File: config.mk
export PLATFORM = sky130hd
export DESIGN_NAME = alu_exec_unit
export DESIGN_NICKNAME = d
export VERILOG_FILES = /design/src/rtl/alu_exec_pkg.sv /design/src/rtl/alu_exec_unit_decode.sv /design/src/rtl/alu_exec_unit.sv
export SDC_FILE = /design/constraint.sdc
export NUM_CORES = 2
export LEC_CHECK = 0
export ABC_AREA = 1
export CORE_ASPECT_RATIO = 0.75
export CORE_UTILIZATION = 45
export CTS_BUF_LIST = sky130_fd_sc_hd__clkbuf_4
export DETAILED_ROUTE_END_ITERATION = 8
export PLACE_DENSITY = 0.67
export SYNTH_ARGS = -nofsm -noshare
export SYNTH_HDL_FRONTEND = slang
export SYNTH_HIERARCHICAL = 1
export SYNTH_SLANG_ARGS = --single-unit
File: constraint.sdc
create_clock -name clk -period 27.6 [get_ports clk]
set_input_delay 6.9 -clock clk [delete_from_list [all_inputs] [get_ports clk]]
set_output_delay 6.9 -clock clk [all_outputs]
set_load 0.03 [all_outputs]
File: src/rtl/alu_exec_pkg.sv
`default_nettype none
// ============================================================================
//  Module   : alu_exec_pkg
//  Purpose  : Shared constants for the ALU execute unit: 5-bit internal op
//             codes, alu_op encodings from the main decoder, funct7 selector
//             values and the execute FSM state encoding.
//  Revision : 1.0 - initial release
// ============================================================================
package alu_exec_pkg;

    // Internal op codes. Bit 4 marks an RV32M op; for those, bit 2 splits
    // multiply (0) from divide/remainder (1), and bits [2:0] equal funct3.
    localparam logic [4:0] c_OP_ADD    = 5'd0;
    localparam logic [4:0] c_OP_SUB    = 5'd1;
    localparam logic [4:0] c_OP_XOR    = 5'd2;
    localparam logic [4:0] c_OP_OR     = 5'd3;
    localparam logic [4:0] c_OP_AND    = 5'd4;
    localparam logic [4:0] c_OP_SLL    = 5'd5;
    localparam logic [4:0] c_OP_SRL    = 5'd6;
    localparam logic [4:0] c_OP_SRA    = 5'd7;
    localparam logic [4:0] c_OP_SLT    = 5'd8;
    localparam logic [4:0] c_OP_SLTU   = 5'd9;
    localparam logic [4:0] c_OP_MUL    = 5'd16;
    localparam logic [4:0] c_OP_MULH   = 5'd17;
    localparam logic [4:0] c_OP_MULHSU = 5'd18;
    localparam logic [4:0] c_OP_MULHU  = 5'd19;
    localparam logic [4:0] c_OP_DIV    = 5'd20;
    localparam logic [4:0] c_OP_DIVU   = 5'd21;
    localparam logic [4:0] c_OP_REM    = 5'd22;
    localparam logic [4:0] c_OP_REMU   = 5'd23;

    // alu_op encodings produced by the main instruction decoder
    localparam logic [1:0] c_ALU_OP_ADD    = 2'b00;
    localparam logic [1:0] c_ALU_OP_BRANCH = 2'b01;
    localparam logic [1:0] c_ALU_OP_RTYPE  = 2'b10;
    localparam logic [1:0] c_ALU_OP_ITYPE  = 2'b11;

    // funct7 selector values
    localparam logic [6:0] c_FUNCT7_ALT  = 7'd32;
    localparam logic [6:0] c_FUNCT7_MEXT = 7'd1;

    // Execute FSM states
    localparam logic [1:0] c_ST_IDLE     = 2'd0;
    localparam logic [1:0] c_ST_MUL      = 2'd1;
    localparam logic [1:0] c_ST_DIV      = 2'd2;
    localparam logic [1:0] c_ST_DONE_DIV = 2'd3;

    function automatic logic is_mul_op(input logic [4:0] op);
        return op[4] && !op[2];
    endfunction

    function automatic logic is_div_op(input logic [4:0] op);
        return op[4] && op[2];
    endfunction

endpackage
`default_nettype wire

File: src/rtl/alu_exec_unit_decode.sv
`default_nettype none
// ============================================================================
//  Module   : alu_op_decode
//  Purpose  : Combinational decode of alu_op/funct3/funct7 into the 5-bit
//             internal op code. Kept separate so hazard logic can reuse it.
//  Ports    : alu_op [1:0]  in   decoder class (add / branch / R / I)
//             funct3 [2:0]  in   instruction funct3
//             funct7 [6:0]  in   instruction funct7 (imm[11:5] for I-type)
//             op     [4:0]  out  internal op code
//  Params   : M_EXT - 1 decodes RV32M ops on R-type funct7 == 1
//  Revision : 1.0 - initial release
// ============================================================================
module alu_op_decode
    import alu_exec_pkg::*;
#(
    parameter int M_EXT = 1
) (
    input  logic [1:0] alu_op,
    input  logic [2:0] funct3,
    input  logic [6:0] funct7,
    output logic [4:0] op
);

    logic       w_alt;
    logic [4:0] w_base_op;

    assign w_alt = (funct7 == c_FUNCT7_ALT);

    // RV32I mapping shared by R-type and I-type; funct3 0 with the alternate
    // funct7 is SUB only for R-type, and is patched below.
    always_comb begin
        w_base_op = c_OP_ADD;
        case (funct3)
            3'd0:    w_base_op = c_OP_ADD;
            3'd1:    w_base_op = c_OP_SLL;
            3'd2:    w_base_op = c_OP_SLT;
            3'd3:    w_base_op = c_OP_SLTU;
            3'd4:    w_base_op = c_OP_XOR;
            3'd5:    w_base_op = w_alt ? c_OP_SRA : c_OP_SRL;
            3'd6:    w_base_op = c_OP_OR;
            default: w_base_op = c_OP_AND;
        endcase
    end

    always_comb begin
        op = c_OP_ADD;
        case (alu_op)
            c_ALU_OP_ADD: op = c_OP_ADD;
            c_ALU_OP_BRANCH: begin
                case (funct3)
                    3'd4, 3'd5: op = c_OP_SLT;
                    3'd6, 3'd7: op = c_OP_SLTU;
                    default:    op = c_OP_SUB;
                endcase
            end
            c_ALU_OP_RTYPE: begin
                if ((M_EXT != 0) && (funct7 == c_FUNCT7_MEXT))
                    op = {2'b10, funct3};
                else if ((funct3 == 3'd0) && w_alt)
                    op = c_OP_SUB;
                else
                    op = w_base_op;
            end
            default: begin
                // I-type: the immediate's upper bits matter only for SRAI
                op = (funct3 == 3'd0) ? c_OP_ADD : w_base_op;
            end
        endcase
    end

endmodule
`default_nettype wire

File: src/rtl/alu_exec_unit.sv
`default_nettype none
// ============================================================================
//  Module   : alu_exec_unit
//  Purpose  : Handshaked EX-stage execute unit. Base ALU ops complete in one
//             cycle; RV32M multiply (shift-add) and divide (restoring) iterate
//             XLEN steps on operand magnitudes with a final sign fix.
//  Ports    : clk, rst (async, active high), flush (sync abort)
//             in_valid/in_ready      operation handshake
//             alu_op, funct3, funct7 operation select
//             op_a, op_b [XLEN]      operands
//             out_valid/out_ready    result handshake
//             result [XLEN]          registered result
//             result_zero            result == 0
//  Params   : XLEN  - operand width (>= 8, power of 2)
//             M_EXT - 1 enables RV32M decode
//  Macros   : FAST_MUL_EN - single-cycle combinational multiplier; the MUL
//             state is then never entered.
//  Revision : 1.0 - initial release
// ============================================================================
module alu_exec_unit
    import alu_exec_pkg::*;
#(
    parameter int XLEN  = 32,
    parameter int M_EXT = 1
) (
    input  logic            clk,
    input  logic            rst,
    input  logic            flush,
    input  logic            in_valid,
    output logic            in_ready,
    input  logic [1:0]      alu_op,
    input  logic [2:0]      funct3,
    input  logic [6:0]      funct7,
    input  logic [XLEN-1:0] op_a,
    input  logic [XLEN-1:0] op_b,
    output logic            out_valid,
    input  logic            out_ready,
    output logic [XLEN-1:0] result,
    output logic            result_zero
);

    localparam int              c_SHW      = $clog2(XLEN);
    localparam logic [c_SHW-1:0] c_CNT_ONE  = {{(c_SHW-1){1'b0}}, 1'b1};
    localparam logic [c_SHW-1:0] c_CNT_LAST = {c_SHW{1'b1}};

    generate
        if (XLEN < 8 || (XLEN & (XLEN - 1)) != 0) begin : g_bad_xlen
            $error("alu_exec_unit: XLEN must be >= 8 and a power of 2");
        end
    endgenerate

    logic [1:0]        r_state;
    logic              r_out_valid;
    logic [XLEN-1:0]   r_result;
    logic [4:0]        r_op;
    logic              r_neg;
    logic              r_neg_rem;
    logic [c_SHW-1:0]  r_cnt;
    logic [2*XLEN-1:0] r_prod;
    logic [2*XLEN-1:0] r_mcand;
    logic [XLEN-1:0]   r_mplier;
    logic [XLEN-1:0]   r_quot;
    logic [XLEN-1:0]   r_rem;
    logic [XLEN-1:0]   r_divisor;

    logic [4:0]        w_op;
    logic              w_idle;
    logic              w_in_ready;
    logic              w_accept;

    alu_op_decode #(.M_EXT(M_EXT)) u_decode (
        .alu_op (alu_op),
        .funct3 (funct3),
        .funct7 (funct7),
        .op     (w_op)
    );

    assign w_idle     = (r_state == c_ST_IDLE);
    // Gated by rst so the pipe sees no acceptance while reset is held.
    assign w_in_ready = !rst && w_idle && (!r_out_valid || out_ready);
    assign w_accept   = in_valid && w_in_ready;

    // ---------------- base ALU ----------------
    logic [c_SHW-1:0] w_shamt;
    logic [XLEN-1:0]  w_base_result;

    assign w_shamt = op_b[c_SHW-1:0];

    always_comb begin
        w_base_result = '0;
        case (w_op)
            c_OP_ADD:  w_base_result = op_a + op_b;
            c_OP_SUB:  w_base_result = op_a - op_b;
            c_OP_XOR:  w_base_result = op_a ^ op_b;
            c_OP_OR:   w_base_result = op_a | op_b;
            c_OP_AND:  w_base_result = op_a & op_b;
            c_OP_SLL:  w_base_result = op_a << w_shamt;
            c_OP_SRL:  w_base_result = op_a >> w_shamt;
            c_OP_SRA:  w_base_result = $signed(op_a) >>> w_shamt;
            c_OP_SLT:  w_base_result = {{(XLEN-1){1'b0}}, $signed(op_a) < $signed(op_b)};
            c_OP_SLTU: w_base_result = {{(XLEN-1){1'b0}}, op_a < op_b};
            default:   w_base_result = '0;
        endcase
    end

    // ---------------- operand sign handling ----------------
    logic            w_a_signed;
    logic            w_b_signed;
    logic            w_a_neg;
    logic            w_b_neg;
    logic [XLEN-1:0] w_mag_a;
    logic [XLEN-1:0] w_mag_b;

    assign w_a_signed = (w_op == c_OP_MULH) || (w_op == c_OP_MULHSU) ||
                        (w_op == c_OP_DIV)  || (w_op == c_OP_REM);
    assign w_b_signed = (w_op == c_OP_MULH) || (w_op == c_OP_DIV) || (w_op == c_OP_REM);
    assign w_a_neg    = w_a_signed && op_a[XLEN-1];
    assign w_b_neg    = w_b_signed && op_b[XLEN-1];
    assign w_mag_a    = w_a_neg ? -op_a : op_a;
    assign w_mag_b    = w_b_neg ? -op_b : op_b;

    // ---------------- multiply ----------------
    // In IDLE the step consumes the incoming operands so the accept cycle
    // already performs the first iteration.
    logic [2*XLEN-1:0] w_prod_in;
    logic [2*XLEN-1:0] w_mcand_in;
    logic [XLEN-1:0]   w_mplier_in;
    logic [2*XLEN-1:0] w_prod_step;
    logic [2*XLEN-1:0] w_prod_full;
    logic [2*XLEN-1:0] w_prod_signed;
    logic              w_mul_neg;
    logic [4:0]        w_mul_op;
    logic [XLEN-1:0]   w_mul_result;

    assign w_prod_in   = w_idle ? '0 : r_prod;
    assign w_mcand_in  = w_idle ? {{XLEN{1'b0}}, w_mag_a} : r_mcand;
    assign w_mplier_in = w_idle ? w_mag_b : r_mplier;
    assign w_prod_step = w_prod_in + (w_mplier_in[0] ? w_mcand_in : '0);

`ifdef FAST_MUL_EN
    assign w_prod_full = {{XLEN{1'b0}}, w_mag_a} * {{XLEN{1'b0}}, w_mag_b};
`else
    assign w_prod_full = w_prod_step;
`endif

    assign w_mul_neg     = w_idle ? (w_a_neg ^ w_b_neg) : r_neg;
    assign w_mul_op      = w_idle ? w_op : r_op;
    assign w_prod_signed = w_mul_neg ? -w_prod_full : w_prod_full;
    assign w_mul_result  = (w_mul_op == c_OP_MUL) ? w_prod_signed[XLEN-1:0]
                                                  : w_prod_signed[2*XLEN-1:XLEN];

    // ---------------- divide ----------------
    logic [XLEN-1:0] w_rem_in;
    logic [XLEN-1:0] w_quot_in;
    logic [XLEN-1:0] w_dvsr_in;
    logic [XLEN:0]   w_rem_shift;
    logic [XLEN:0]   w_rem_sub;
    logic            w_fits;
    logic [XLEN-1:0] w_rem_step;
    logic [XLEN-1:0] w_quot_step;
    logic            w_div_by_zero;
    logic            w_div_ovf;
    logic [XLEN-1:0] w_corner_result;
    logic            w_quot_sel;
    logic [XLEN-1:0] w_div_result;

    assign w_rem_in    = w_idle ? '0 : r_rem;
    assign w_quot_in   = w_idle ? w_mag_a : r_quot;
    assign w_dvsr_in   = w_idle ? w_mag_b : r_divisor;
    assign w_rem_shift = {w_rem_in, w_quot_in[XLEN-1]};
    assign w_rem_sub   = w_rem_shift - {1'b0, w_dvsr_in};
    assign w_fits      = !w_rem_sub[XLEN];
    assign w_rem_step  = w_fits ? w_rem_sub[XLEN-1:0] : w_rem_shift[XLEN-1:0];
    assign w_quot_step = {w_quot_in[XLEN-2:0], w_fits};

    assign w_div_by_zero = (op_b == '0);
    assign w_div_ovf     = ((w_op == c_OP_DIV) || (w_op == c_OP_REM)) &&
                           (op_a == {1'b1, {(XLEN-1){1'b0}}}) && (op_b == '1);

    always_comb begin
        w_corner_result = '0;
        if (w_div_by_zero)
            w_corner_result = ((w_op == c_OP_DIV) || (w_op == c_OP_DIVU)) ? '1 : op_a;
        else
            w_corner_result = (w_op == c_OP_DIV) ? op_a : '0;
    end

    assign w_quot_sel   = (r_op == c_OP_DIV) || (r_op == c_OP_DIVU);
    assign w_div_result = w_quot_sel ? (r_neg ? -r_quot : r_quot)
                                     : (r_neg_rem ? -r_rem : r_rem);

    // ---------------- control ----------------
    always_ff @(posedge clk or posedge rst) begin
        if (rst) begin
            r_state     <= c_ST_IDLE;
            r_out_valid <= 1'b0;
            r_result    <= '0;
            r_op        <= c_OP_ADD;
            r_neg       <= 1'b0;
            r_neg_rem   <= 1'b0;
            r_cnt       <= '0;
            r_prod      <= '0;
            r_mcand     <= '0;
            r_mplier    <= '0;
            r_quot      <= '0;
            r_rem       <= '0;
            r_divisor   <= '0;
        end else if (flush) begin
            r_state     <= c_ST_IDLE;
            r_out_valid <= 1'b0;
        end else begin
            if (r_out_valid && out_ready)
                r_out_valid <= 1'b0;

            case (r_state)
                c_ST_IDLE: begin
                    if (w_accept) begin
                        r_op  <= w_op;
                        r_cnt <= c_CNT_ONE;
                        if (is_div_op(w_op)) begin
                            if (w_div_by_zero || w_div_ovf) begin
                                r_result    <= w_corner_result;
                                r_out_valid <= 1'b1;
                            end else begin
                                r_rem     <= w_rem_step;
                                r_quot    <= w_quot_step;
                                r_divisor <= w_mag_b;
                                r_neg     <= w_a_neg ^ w_b_neg;
                                r_neg_rem <= w_a_neg;
                                r_state   <= c_ST_DIV;
                            end
                        end else if (is_mul_op(w_op)) begin
`ifdef FAST_MUL_EN
                            r_result    <= w_mul_result;
                            r_out_valid <= 1'b1;
`else
                            r_prod   <= w_prod_step;
                            r_mcand  <= w_mcand_in << 1;
                            r_mplier <= w_mplier_in >> 1;
                            r_neg    <= w_a_neg ^ w_b_neg;
                            r_state  <= c_ST_MUL;
`endif
                        end else begin
                            r_result    <= w_base_result;
                            r_out_valid <= 1'b1;
                        end
                    end
                end
`ifndef FAST_MUL_EN
                c_ST_MUL: begin
                    r_prod   <= w_prod_step;
                    r_mcand  <= w_mcand_in << 1;
                    r_mplier <= w_mplier_in >> 1;
                    r_cnt    <= r_cnt + c_CNT_ONE;
                    if (r_cnt == c_CNT_LAST) begin
                        r_result    <= w_mul_result;
                        r_out_valid <= 1'b1;
                        r_state     <= c_ST_IDLE;
                    end
                end
`endif
                c_ST_DIV: begin
                    r_rem  <= w_rem_step;
                    r_quot <= w_quot_step;
                    r_cnt  <= r_cnt + c_CNT_ONE;
                    if (r_cnt == c_CNT_LAST)
                        r_state <= c_ST_DONE_DIV;
                end
                c_ST_DONE_DIV: begin
                    r_result    <= w_div_result;
                    r_out_valid <= 1'b1;
                    r_state     <= c_ST_IDLE;
                end
                default: r_state <= c_ST_IDLE;
            endcase
        end
    end

    assign in_ready    = w_in_ready;
    assign out_valid   = r_out_valid;
    assign result      = r_result;
    assign result_zero = (r_result == '0);

endmodule
`default_nettype wire

Word level (Yosys, flattened, before mapping)
Cells that the tools add are included.
{"block": "classes", "add_sub_neg": 10, "n_lt_le_gt_ge": 2, "n_eq_ne": 48, "shifts": 3, "mux": 75, "n_bitwise": 6, "reduce_logical": 47}
{"op": "$mux 32", "n": 28}
{"op": "$mux 64", "n": 10}
{"op": "$pmux 32 s10", "n": 1}
{"op": "$pmux 64 s2", "n": 2}
{"op": "$pmux 32 s2", "n": 3}
{"op": "$neg 32->32", "n": 4}
{"op": "$pmux 32 s3", "n": 1}
{"op": "$add 64x64->64", "n": 1}
{"op": "$eq 32x32->1 const B", "n": 2}
{"op": "$logic_not 32->1", "n": 2}
{"op": "$lt 32x32->1", "n": 2}
{"op": "$neg 64->64", "n": 1}
{"op": "$eq 5x5->1 const B", "n": 9}
{"op": "$pmux 5 s7", "n": 1}
{"op": "$sub 33x32->33", "n": 1}
{"op": "$add 32x32->32", "n": 1}
{"op": "$and 32x32->32", "n": 1}
{"op": "$or 32x32->32", "n": 1}
{"op": "$shl 32x5->32", "n": 1}
{"op": "$shr 32x5->32", "n": 1}
{"op": "$sshr 32x5->32", "n": 1}
{"op": "$sub 32x32->32", "n": 1}
{"op": "$xor 32x32->32", "n": 1}
{"op": "$mux 5", "n": 5}
{"op": "other kinds (39)", "n": 110}
{"block": "word_totals", "ff_bits": 303, "input_bits": 81}

Depth between registers and ports, before layout
{"block": "logic_depth", "depth_word": 20, "depth_mapped": 50, "depth_no_buf": 48}

Modules after synthesis
Netlist, hierarchy kept.
{"mod": "alu_exec_unit", "n_inst": 1, "cells_per_inst": 6423, "area_each_um2": 36900.4, "seq_area_each_um2": 7532.2}
{"mod": "alu_op_decode", "n_inst": 1, "cells_per_inst": 63, "area_each_um2": 299.0, "seq_area_each_um2": 0.0}

Worst setup path before layout
No wires, ideal clock.
{"block": "synth_timing", "path_kind": "input to output", "startpoint": "input port out_ready", "endpoint": "output port in_ready", "arrival_time_ns": 7.699, "required_ns": 20.700, "setup_slack_ns": 13.001, "cell_stages": 2, "path_buffers": 0, "path_cell_list": "nor2_1 nor3_1"}
{"block": "synth_between", "elab_chain_cells": 2}
{"item": "start: declaration", "line_no": "alu_exec_unit.sv:37", "text": "input logic out_ready,"}
{"item": "$logic_or 1x1->1", "line_no": "alu_exec_unit.sv:80", "text": "assign w_in_ready = !rst && w_idle && (!r_out_valid || out_ready);"}
{"item": "$logic_and 1x1->1", "line_no": "alu_exec_unit.sv:80"}
{"item": "end: declaration", "line_no": "alu_exec_unit.sv:30", "text": "output logic in_ready,"}
Every way passes these cells.

Worst setup path in the final report
Same ends and word-level chain as after synthesis.

==> results.cfg <==
[status]
status = complete, but fails checks
violations = max-capacitance violations

[drt]
dr.pass1.iters = 8
wl_met3_um = 33900
wirelength_um = 188000
wl_met2_um = 63400
topRoutingLayerUsed = met5
routedWlPerCell_um = 24.7
vias = 45500
ant_nets = 0
drc_errors = 0
wl_met1_um = 85800
drt_iter0_markers = 7494
avgViaCountPerCell = 5.97

[sta]
relSlewSlack_pct = 0.322
final.setup.tns_ps = 0
finalCritPeriodShare_pct = 56.6
final_hold_viol_count = 0
setup_viol = 0
rsz0062_at_grt = no
slew_violations = 0
skew_ps = 67.4
period_needed_ps = 15610
worst_slew_pin_slew_ps = 1480
max_freq_mhz = 64.1

[pwr]
p_leak_nw = 19.9
switching_power_mw = 2.28
internal-power_mw = 1.51
power_density_nw_per_um2 = 94.4
switching_share_pct = 60.1
pwr-share-comb_pct = 70.3
max-vdd-ir-drop_mv = 0.0856
seqPwrFrac_pct = 18.9
clkPwrFrac_pct = 10.8
power_mw = 3.79

[placed_design]
io_buffers = 115
gp_congestion = 1.12
dpl_cell_area_um2 = 39200
post-dp-hpwl_um = 151000

[yosys]
avgSynthCellArea_um2 = 5.74
synth_common_cells = nand2_1, inv_1, o21ai_0
synthArstFlopShare_pct = 100
syn_area_um2 = 37200
synthTopCellsByArea = dfrtp_1, nand2_1, o21ai_0
synth-edff-count = 0
synth.largest_area_cell = dfrtp_1
yosys_warnings = 6
ys_seq_area_share_pct = 20.2
synth_top_family_by_area = simple AND/OR/NAND/NOR gates
synth_cell_types = 62
synth_most_common_cell = nand2_1
synth_cells = 6486
synthSimpleGateAreaFrac_pct = 35.9
synth_xor_area_share_pct = 1.51
synth_ff_type = dfrtp_1
synth_fa_ha_area_share_pct = 7.08
syn_nets = 6775
synthMuxAreaShare_pct = 0.457
ys_ff_latch = 301
synth_top_area_share_pct = 20.2
synth_compound_area_share_pct = 22.3

[final_layout]
final_cell_area_um2 = 40200
post-route-util_pct = 49.5
final_net_count = 6786
syn2layout_area_growth_pct = 7.96
fillerInstances = 8787
drive_above_1_share_pct = 5.91

[setup_path]
cp_common_cell = clkdlybuf4s50_1
startpoint_type = input pin
r2r-start = r_state[0]$_DFFE_PP0P_
reg2reg_depth = 27
crit_path_end_kind = output pin
crit_type = in2out
critPathMaxFanout = 4
crit_path_max_incr_delay_ps = 750
rr_endpoint = result[3]$_DFFE_PP0P_
critPathTopFamily = buffers and inverters
cp_cell_sequence = clkdlybuf4s50_1 -> nor2_1 -> nor3_1 -> clkdlybuf4s50_1
worst-path-buf-inv = 2
slowest_stage = clkdlybuf4s50_1
r2r_setup_slack_ps = 21190
crit_required_ps = 20700
arrival_ps = 8710

[clock_network]
clk_latency_ps = 920
post_cts_buffers = 0
cts_root_buf = clkbuf_4
cts_resized = 0
numCtsBuffers = 84
cts_hold_buffers = 0
cts_sinks = 301
cts_max_path_buffers = 3
path_clk_slew_ps = 60
cts_tree = done
cts_max_level = 3

[die]
core_area_um2 = 81100
fp.dieW_um = 334
rows = 90
dieArea_um2 = 83800
io_pins = 116
fp.dieH_um = 251
initial_utilization_pct = 45.9

[grt]
antenna_found_initial = 7
track_usage_pct = 43.7
grt_overflow_total = 0
grt_pass1_vias = 39300
grt_max_degree = 121
grt_first_pass_wirelength_um = 269000

[hold_path]
min_path_type = reg2reg
hold_start = r_mcand[36]$_DFFE_PP0P_
hold-path-cell-count = 2
whs_endpoint = r_mcand[36]$_DFFE_PP0P_

[flow_run]
cap_violations = 1
cell type report:
cell class	count	area (µm²)	area share, %
clock buffer	110	826	2.06
inverter	956	3600	8.97
sequential	301	7530	18.8
tap	1058	1320	3.30
clock inverter	32	148	0.368
antenna	5	12.5	0.0312
multi-input combinational	4972	25100	62.4
timing repair buffer	182	1640	4.08
registers in the layout, summed over array words and instances, names as in the netlist, 2 cells and up:
| signal | count |
|---|---|
| r_mcand | 63 |
| r_mplier | 31 |
| r_op | 5 |
| result | 32 |
| r_rem | 32 |
| r_state | 2 |
| r_prod | 64 |
| r_divisor | 32 |
| r_cnt | 5 |
| r_quot | 32 |
cells by family (layout without fill, tap and decap cells):
group | after synthesis | in the layout
AO/OA/AOI/OAI | 1515 | 1515
XOR/XNOR | 64 | 64
adder cells (fa/ha/maj) | 208 | 208
buffers and inverters | 1213 | 1280
flip-flops | 301 | 301
multiplexers | 17 | 17
other | 0 | 5
AND/OR/NAND/NOR | 3168 | 3168
metrics by stage:
step	setup slack [ps]	hold slack (ps)	std cells
detailed placement	12010	473	7469
CTS	11990	489	7611
global placement	12020	465	7469
floorplan	12380	449	6486
global route	11950	511	7613
finish	11990	487	7616
per-layer routing:
layer / global-route usage, % / vias up
met5: 0.978 / -
met4: 10.2 / 4
met3: 22.3 / 310
met2: 50.8 / 3073
met1: 67.1 / 21000
li1: - / 21100
worst max-delay path by stage:
stage	from	to	slack, ps	depth (start not counted)
after floorplan	rst	out_valid$_DFF_PP0_	12380	1
after global placement	out_ready	in_ready	12020	4
after detailed placement	out_ready	in_ready	12010	4
after CTS	out_ready	in_ready	11990	4
after global routing	out_ready	in_ready	11950	4
final	out_ready	in_ready	11990	4
power by group through the flow:
stage / Clock (mW) / Combinational [mW] / Sequential (mW)
3_5_place_dp: 0 / 2.54 / 0.712
4_1_cts: 0.412 / 2.56 / 0.706
3_3_place_gp: 0 / 2.53 / 0.709
2_1_floorplan: 0 / 1.70 / 0.710
5_1_grt: 0.436 / 2.88 / 0.725
6_report: 0.408 / 2.67 / 0.716
cell usage in the layout (no fill, tap or decap), types with 67 or more instances in the layout:
cell,n
a21oi_1,437
buf_4,67
clkbuf_4,110
clkdlybuf4s50_1,112
dfrtp_1,301
ha_1,203
inv_1,919
nand2_1,1746
nand3_1,347
nand4_1,81
nor2_1,719
o21ai_0,762
worst reg2reg max path, stage by stage, from the launching register on:
cell	delay (ps)
dfrtp_1	420
inv_1	160
ha_4	470
buf_4	550
buf_4	450
nand2_1	270
o21ai_0	340
nor2_1	90
ha_1	460
nand2_1	160
nor2_1	260
nand2_1	250
inv_1	100
nand2_1	100
nand2_1	190
inv_1	110
nand3_1	90
nand2_1	190
nor2_1	330
nand3_2	170
nor2_1	470
nor2_1	110
nand2_1	90
nand2_1	50
o21ai_1	190
nand3_1	90
nand2_1	70
nand2_1	50
(Power assumes the default switching activity.)
